==> config.mk <==
export PLATFORM = sky130hd
export DESIGN_NAME = prbs_seq_ctrl
export DESIGN_NICKNAME = d
export VERILOG_FILES = /design/src/rtl/prbs_seq_ctrl.sv
export SDC_FILE = /design/constraint.sdc
export NUM_CORES = 1
export LEC_CHECK = 0
export CAP_MARGIN = 20
export CORE_UTILIZATION = 44
export CTS_CLUSTER_DIAMETER = 150
export DETAILED_ROUTE_END_ITERATION = 10
export PLACE_DENSITY = 0.76
export REMOVE_ABC_BUFFERS = 1
export SKIP_LAST_GASP = 1
export SYNTH_ARGS = -nofsm -noshare
export SYNTH_HDL_FRONTEND = slang
export SYNTH_SLANG_ARGS = --single-unit
==> constraint.sdc <==
create_clock -name clk_i -period 1.8 [get_ports clk_i]
set_clock_uncertainty 0.05 [all_clocks]
set_input_delay 0.36 -clock clk_i [delete_from_list [all_inputs] [get_ports clk_i]]
set_output_delay 0.36 -clock clk_i [all_outputs]
set_load 0.005 [all_outputs]
==> src/rtl/prbs_seq_ctrl.sv <==
// Sequencer for a detect-then-generate PRBS-15 run: clears the pattern detector, waits for a
// detection, loads the LFSR seed, then enables it for a latched number of bits.
// Optional macro PRBS_SEQ_CTRL_TIMEOUT_EN adds a WAIT_DET timeout that ends in the ERR state.
module prbs_seq_ctrl #(
    parameter logic [14:0] SEED    = 15'h7FFF,
    parameter int unsigned TIMEOUT = 1024
) (
    input  logic        clk_i,
    input  logic        rst_i,
    input  logic        start_i,
    input  logic        abort_i,
    input  logic [2:0]  n_cfg_i,
    input  logic [15:0] prbs_len_i,
    input  logic        det_flag_i,
    output logic        det_rst_o,
    output logic [2:0]  det_n_o,
    output logic        prbs_load_o,
    output logic [14:0] prbs_seed_o,
    output logic        prbs_en_o,
    output logic        busy_o,
    output logic        done_o,
    output logic        timeout_err_o
);

    typedef enum logic [2:0] {
        StIdle,
        StArm,
        StWaitDet,
        StSeed,
        StRun,
        StDone,
        StErr
    } state_e;

    if (TIMEOUT < 1 || TIMEOUT > 65535) begin : gen_bad_timeout
        $error("prbs_seq_ctrl: TIMEOUT must be within 1..65535");
    end

    state_e      state_q, state_d;
    logic [2:0]  det_n_q, det_n_d;
    logic [15:0] len_q, len_d;
    logic [15:0] run_cnt_q, run_cnt_d;
    logic        wait_expired;

`ifdef PRBS_SEQ_CTRL_TIMEOUT_EN
    localparam logic [15:0] TmoLast = 16'(TIMEOUT - 1);

    logic [15:0] wait_cnt_q, wait_cnt_d;
    logic        timeout_err_q, timeout_err_d;

    // Counts completed WAIT_DET cycles; restarts from zero on every entry.
    assign wait_expired = (wait_cnt_q == TmoLast);
    assign wait_cnt_d   = (state_q == StWaitDet) ? wait_cnt_q + 16'd1 : 16'd0;

    always_comb begin
        timeout_err_d = timeout_err_q;
        if (state_q == StIdle && start_i) begin
            timeout_err_d = 1'b0;
        end
        if (state_d == StErr) begin
            timeout_err_d = 1'b1;
        end
    end

    always_ff @(posedge clk_i) begin
        if (rst_i) begin
            wait_cnt_q    <= 16'd0;
            timeout_err_q <= 1'b0;
        end else begin
            wait_cnt_q    <= wait_cnt_d;
            timeout_err_q <= timeout_err_d;
        end
    end

    assign timeout_err_o = timeout_err_q;
`else
    assign wait_expired  = 1'b0;
    assign timeout_err_o = 1'b0;
`endif

    always_comb begin
        state_d   = state_q;
        det_n_d   = det_n_q;
        len_d     = len_q;
        run_cnt_d = run_cnt_q;

        unique case (state_q)
            StIdle: begin
                if (start_i) begin
                    det_n_d = n_cfg_i;
                    len_d   = prbs_len_i;
                    state_d = StArm;
                end
            end
            StArm: begin
                state_d = StWaitDet;
            end
            StWaitDet: begin
                // A detection on the expiry cycle still proceeds to SEED.
                if (det_flag_i) begin
                    state_d = StSeed;
                end else if (wait_expired) begin
                    state_d = StErr;
                end
            end
            StSeed: begin
                run_cnt_d = len_q;
                state_d   = (len_q != 16'd0) ? StRun : StDone;
            end
            StRun: begin
                run_cnt_d = run_cnt_q - 16'd1;
                if (run_cnt_q == 16'd1) begin
                    state_d = StDone;
                end
            end
            StDone, StErr: begin
                state_d = StIdle;
            end
            default: begin
                state_d = StIdle;
            end
        endcase

        if (abort_i && state_q != StIdle) begin
            state_d = StIdle;
        end
    end

    always_ff @(posedge clk_i) begin
        if (rst_i) begin
            state_q   <= StIdle;
            det_n_q   <= 3'd0;
            len_q     <= 16'd0;
            run_cnt_q <= 16'd0;
        end else begin
            state_q   <= state_d;
            det_n_q   <= det_n_d;
            len_q     <= len_d;
            run_cnt_q <= run_cnt_d;
        end
    end

    assign det_rst_o   = (state_q == StArm);
    assign det_n_o     = det_n_q;
    assign prbs_load_o = (state_q == StSeed);
    assign prbs_seed_o = SEED;
    assign prbs_en_o   = (state_q == StRun);
    assign busy_o      = (state_q != StIdle);
    assign done_o      = (state_q == StDone);

endmodule

==> flow_summary.toml <==
[synth]
ys.flop_type = "dfxtp_1"
netlist_instances = 243
yosysTopAreaCell = "dfxtp_1"
synth_cell_types = 49
ys_warn_count = 0
ys_ff_latch = 38
synth.area.top_cells = "dfxtp_1, nand2_1, a21oi_1, buf_4, nor2_1"
syn_area_per_cell_um2 = 7.92
synth_area_um2 = 1920
yosys.cell_count.top_type = "nand2_1"
synth_edf_count = 0
synth_common_cells = "nand2_1, dfxtp_1, a21oi_1"
synth_top_area_share_pct = 39.5
ys_async_sr_fraction_pct = 0
ys_seq_area_share_pct = 39.5

[clocking]
cts_tree = "done"
max-clock-path-buffers = 2
htreeDepth = 2
clk_pin_slew_ns = 0.08
cts_hold_buf = 0
insertion_delay_ns = 0.29
cts_root_buffer = "clkbuf_8"
numClockSinks = 38
cts_buffers = 5

[drt]
routed_via_density = 5.45
firstDrtPassIters = 4
wirelength_um = 4630
vias = 1879
post-route-drc-count = 0
routedWlPerCell_um = 13.4
dr.first_iter.drc_count = 98
ant_nets = 0

[setup_path]
worstSetupPathType = "reg2reg"
critPathBufInv = 0
path_cells = "or4_4, or3_4, or4_1, a31oi_1"
path_depth = 4
reg2reg_depth = 4
slowest_stage = "or4_4"
max_stage_delay_ns = 0.53
path_delay_family = "simple AND/OR/NAND/NOR gates"
critPathLaunchType = "flip-flop"
reg2reg_from = "run_cnt_q[2]"
worstPathMaxFanout = 4
arrival_ns = 2.02
crit_path_end_kind = "flip-flop"
worstPathRequired_ns = 1.97
r2r_slack_ns = -0.05
r2r_end = "run_cnt_q[10]"

[layout]
fillers = 357
final_cell_count_no_fill = 345
area_delta_synth_final_pct = 35.0
layout.nets = 321
final_area_um2 = 2600
multi_input_area_um2 = 1090
drive_gt1_share_pct = 20.3
seq_area_um2 = 764
num_antenna_cells = 0

[grt]
grt_max_degree = 40
track_usage_pct = 22.4
grt_pass1_wl_um = 7600
grt.overflow.total = 0
antenna_found_initial = 0
first_global_vias = 1616

[power_and_ir_drop]
pwr-share-seq_pct = 47.7
combPwrFrac_pct = 14.2
peakVddDrop_mv = 0.486
internal_power_mw = 1.46
swShare_pct = 23.4
p_leak_nw = 1.06
p_per_area_nw_per_um2 = 736
power_mw = 1.91
clockPowerShare_pct = 38.1
p_sw_uw = 446

[timing]
slew_violations = 0
period_needed_ns = 1.85
fmax_mhz = 542
setup_viol = 3
rsz0062_at_grt = "yes"
period_share_pct = 103
worst_slack_ns = -0.0463
fin_tns_setup_ns = -0.0672
hold_viol = 0

[run_status]
status = "finished, violations left"
violations = "negative setup slack"

[floorplanning]
initial_core_util_pct = 47.1
dieHeight_um = 68.1
ios = 48
coreArea_um2 = 4090
fp-row-count = 23
die_area_um2 = 4640
die_w_um = 68.1

[placement]
place_area_um2 = 2390
gp_congestion = 0.888
port_buffers = 31
dp_hpwl_um = 3140
dp.cells = 335

[min_path]
whs_endpoint = "det_n_o[2]"
hold_path_class = "reg2reg"
holdPathStages = 2
min_from = "det_n_o[2]"

[run]
max_cap_violations = 0
[worst min-delay path, stage by stage, from the launching register on]
cell and delay, ns:
dfxtp_1 0.31, nand2_1 0.05, a21oi_1 0.05
[stage by stage]
| stage | hold WS [ns] | utilization [%] | setup WS [ns] |
|---|---|---|---|
| after floorplan | 0.379 | - | -0.159 |
| after global placement | 0.397 | 58.5 | -0.0353 |
| after detailed placement | 0.399 | 58.5 | -0.0654 |
| after CTS | 0.412 | 62.4 | -0.135 |
| after global routing | 0.455 | 63.6 | -0.168 |
| final | 0.409 | 63.6 | -0.0463 |
[logic make-up (layout without fill, tap and decap cells)]
| logic type | after synthesis | count (layout) | share of synthesized area, % |
|---|---|---|---|
| and+or+nand+nor | 104 | 104 | 27.5 |
| buffers and inverters | 36 | 74 | 10.3 |
| adders and majority gates | 2 | 2 | 1.30 |
| DFF | 38 | 38 | 39.5 |
| AOI/OAI and AO/OA | 56 | 56 | 18.3 |
| xor gates and xnor gates | 2 | 2 | 0.910 |
| muxes | 3 | 3 | 1.76 |
| other | 2 | 16 | 0.390 |
[worst max path at each step]
stage                 startpoint             to
finish              run_cnt_q[2]  run_cnt_q[10]
global placement    run_cnt_q[2]  run_cnt_q[10]
global route        run_cnt_q[2]  run_cnt_q[10]
CTS                   state_q[0]      det_rst_o
detailed placement  run_cnt_q[2]  run_cnt_q[10]
floorplan             state_q[2]   run_cnt_q[9]
[layer usage]
metal  vias to the layer above  share of wire (%)  GRT usage (%)
li1                        932                  -              -
met1                       871                 46           29.9
met2                        70                 47           35.0
met3                         6                5.6           5.17
met4                         0               0.99           8.07
met5                         -                  0              0
[state kept, by name, indices dropped and copies added, names as in the netlist]
signal     flops
len_q         16
run_cnt_q     16
state_q        3
det_n_o        3
[layout by cell type, fill, tap and decap left out, drive strengths merged, types with 2 or more instances in the layout]
cell and count:
nor3b 2, buf 30, conb 16, nand2 49
nand4 3, o21ai 3, ha 2, nor3 5
a21oi 29, inv 6, nor2 15, nand3b 2
or2 2, o211ai 2, clkdlybuf4s50 26, a31oi 4
or3 2, or4 2, dlygate4sd2 4, nor4 9
a211oi 2, a32oi 2, clkbuf 6, nand3 5
a221oi 3, a21o 2, dfxtp 38, mux2 3
[final cells by class]
cell class / count / share of cell area [%]
tap: 50 / 2.41
inverter: 6 / 0.867
sequential: 38 / 29.4
clock inverter: 1 / 1.16
timing repair buffer: 61 / 21.1
multi-input combinational: 183 / 41.8
clock buffer: 6 / 3.18
[power by group through the flow]
| stage | clock (mW) | combinational [mW] | sequential, mW |
|---|---|---|---|
| 3_5_place_dp | 0 | 0.264 | 0.927 |
| 3_3_place_gp | 0 | 0.260 | 0.927 |
| 6_report | 0.728 | 0.272 | 0.911 |
| 4_1_cts | 0.746 | 0.271 | 0.909 |
| 5_1_grt | 0.785 | 0.305 | 0.915 |
| 2_1_floorplan | 0 | 0.114 | 0.924 |
[repair_timing]
item                       in CTS  in global routing
cloned                          0                  0
pin swaps                       4                  4
setup endpoints to repair       9                 10
resized for setup              15                  7
buffers inserted                2                  1
Power figures use the tool's default switching activity.
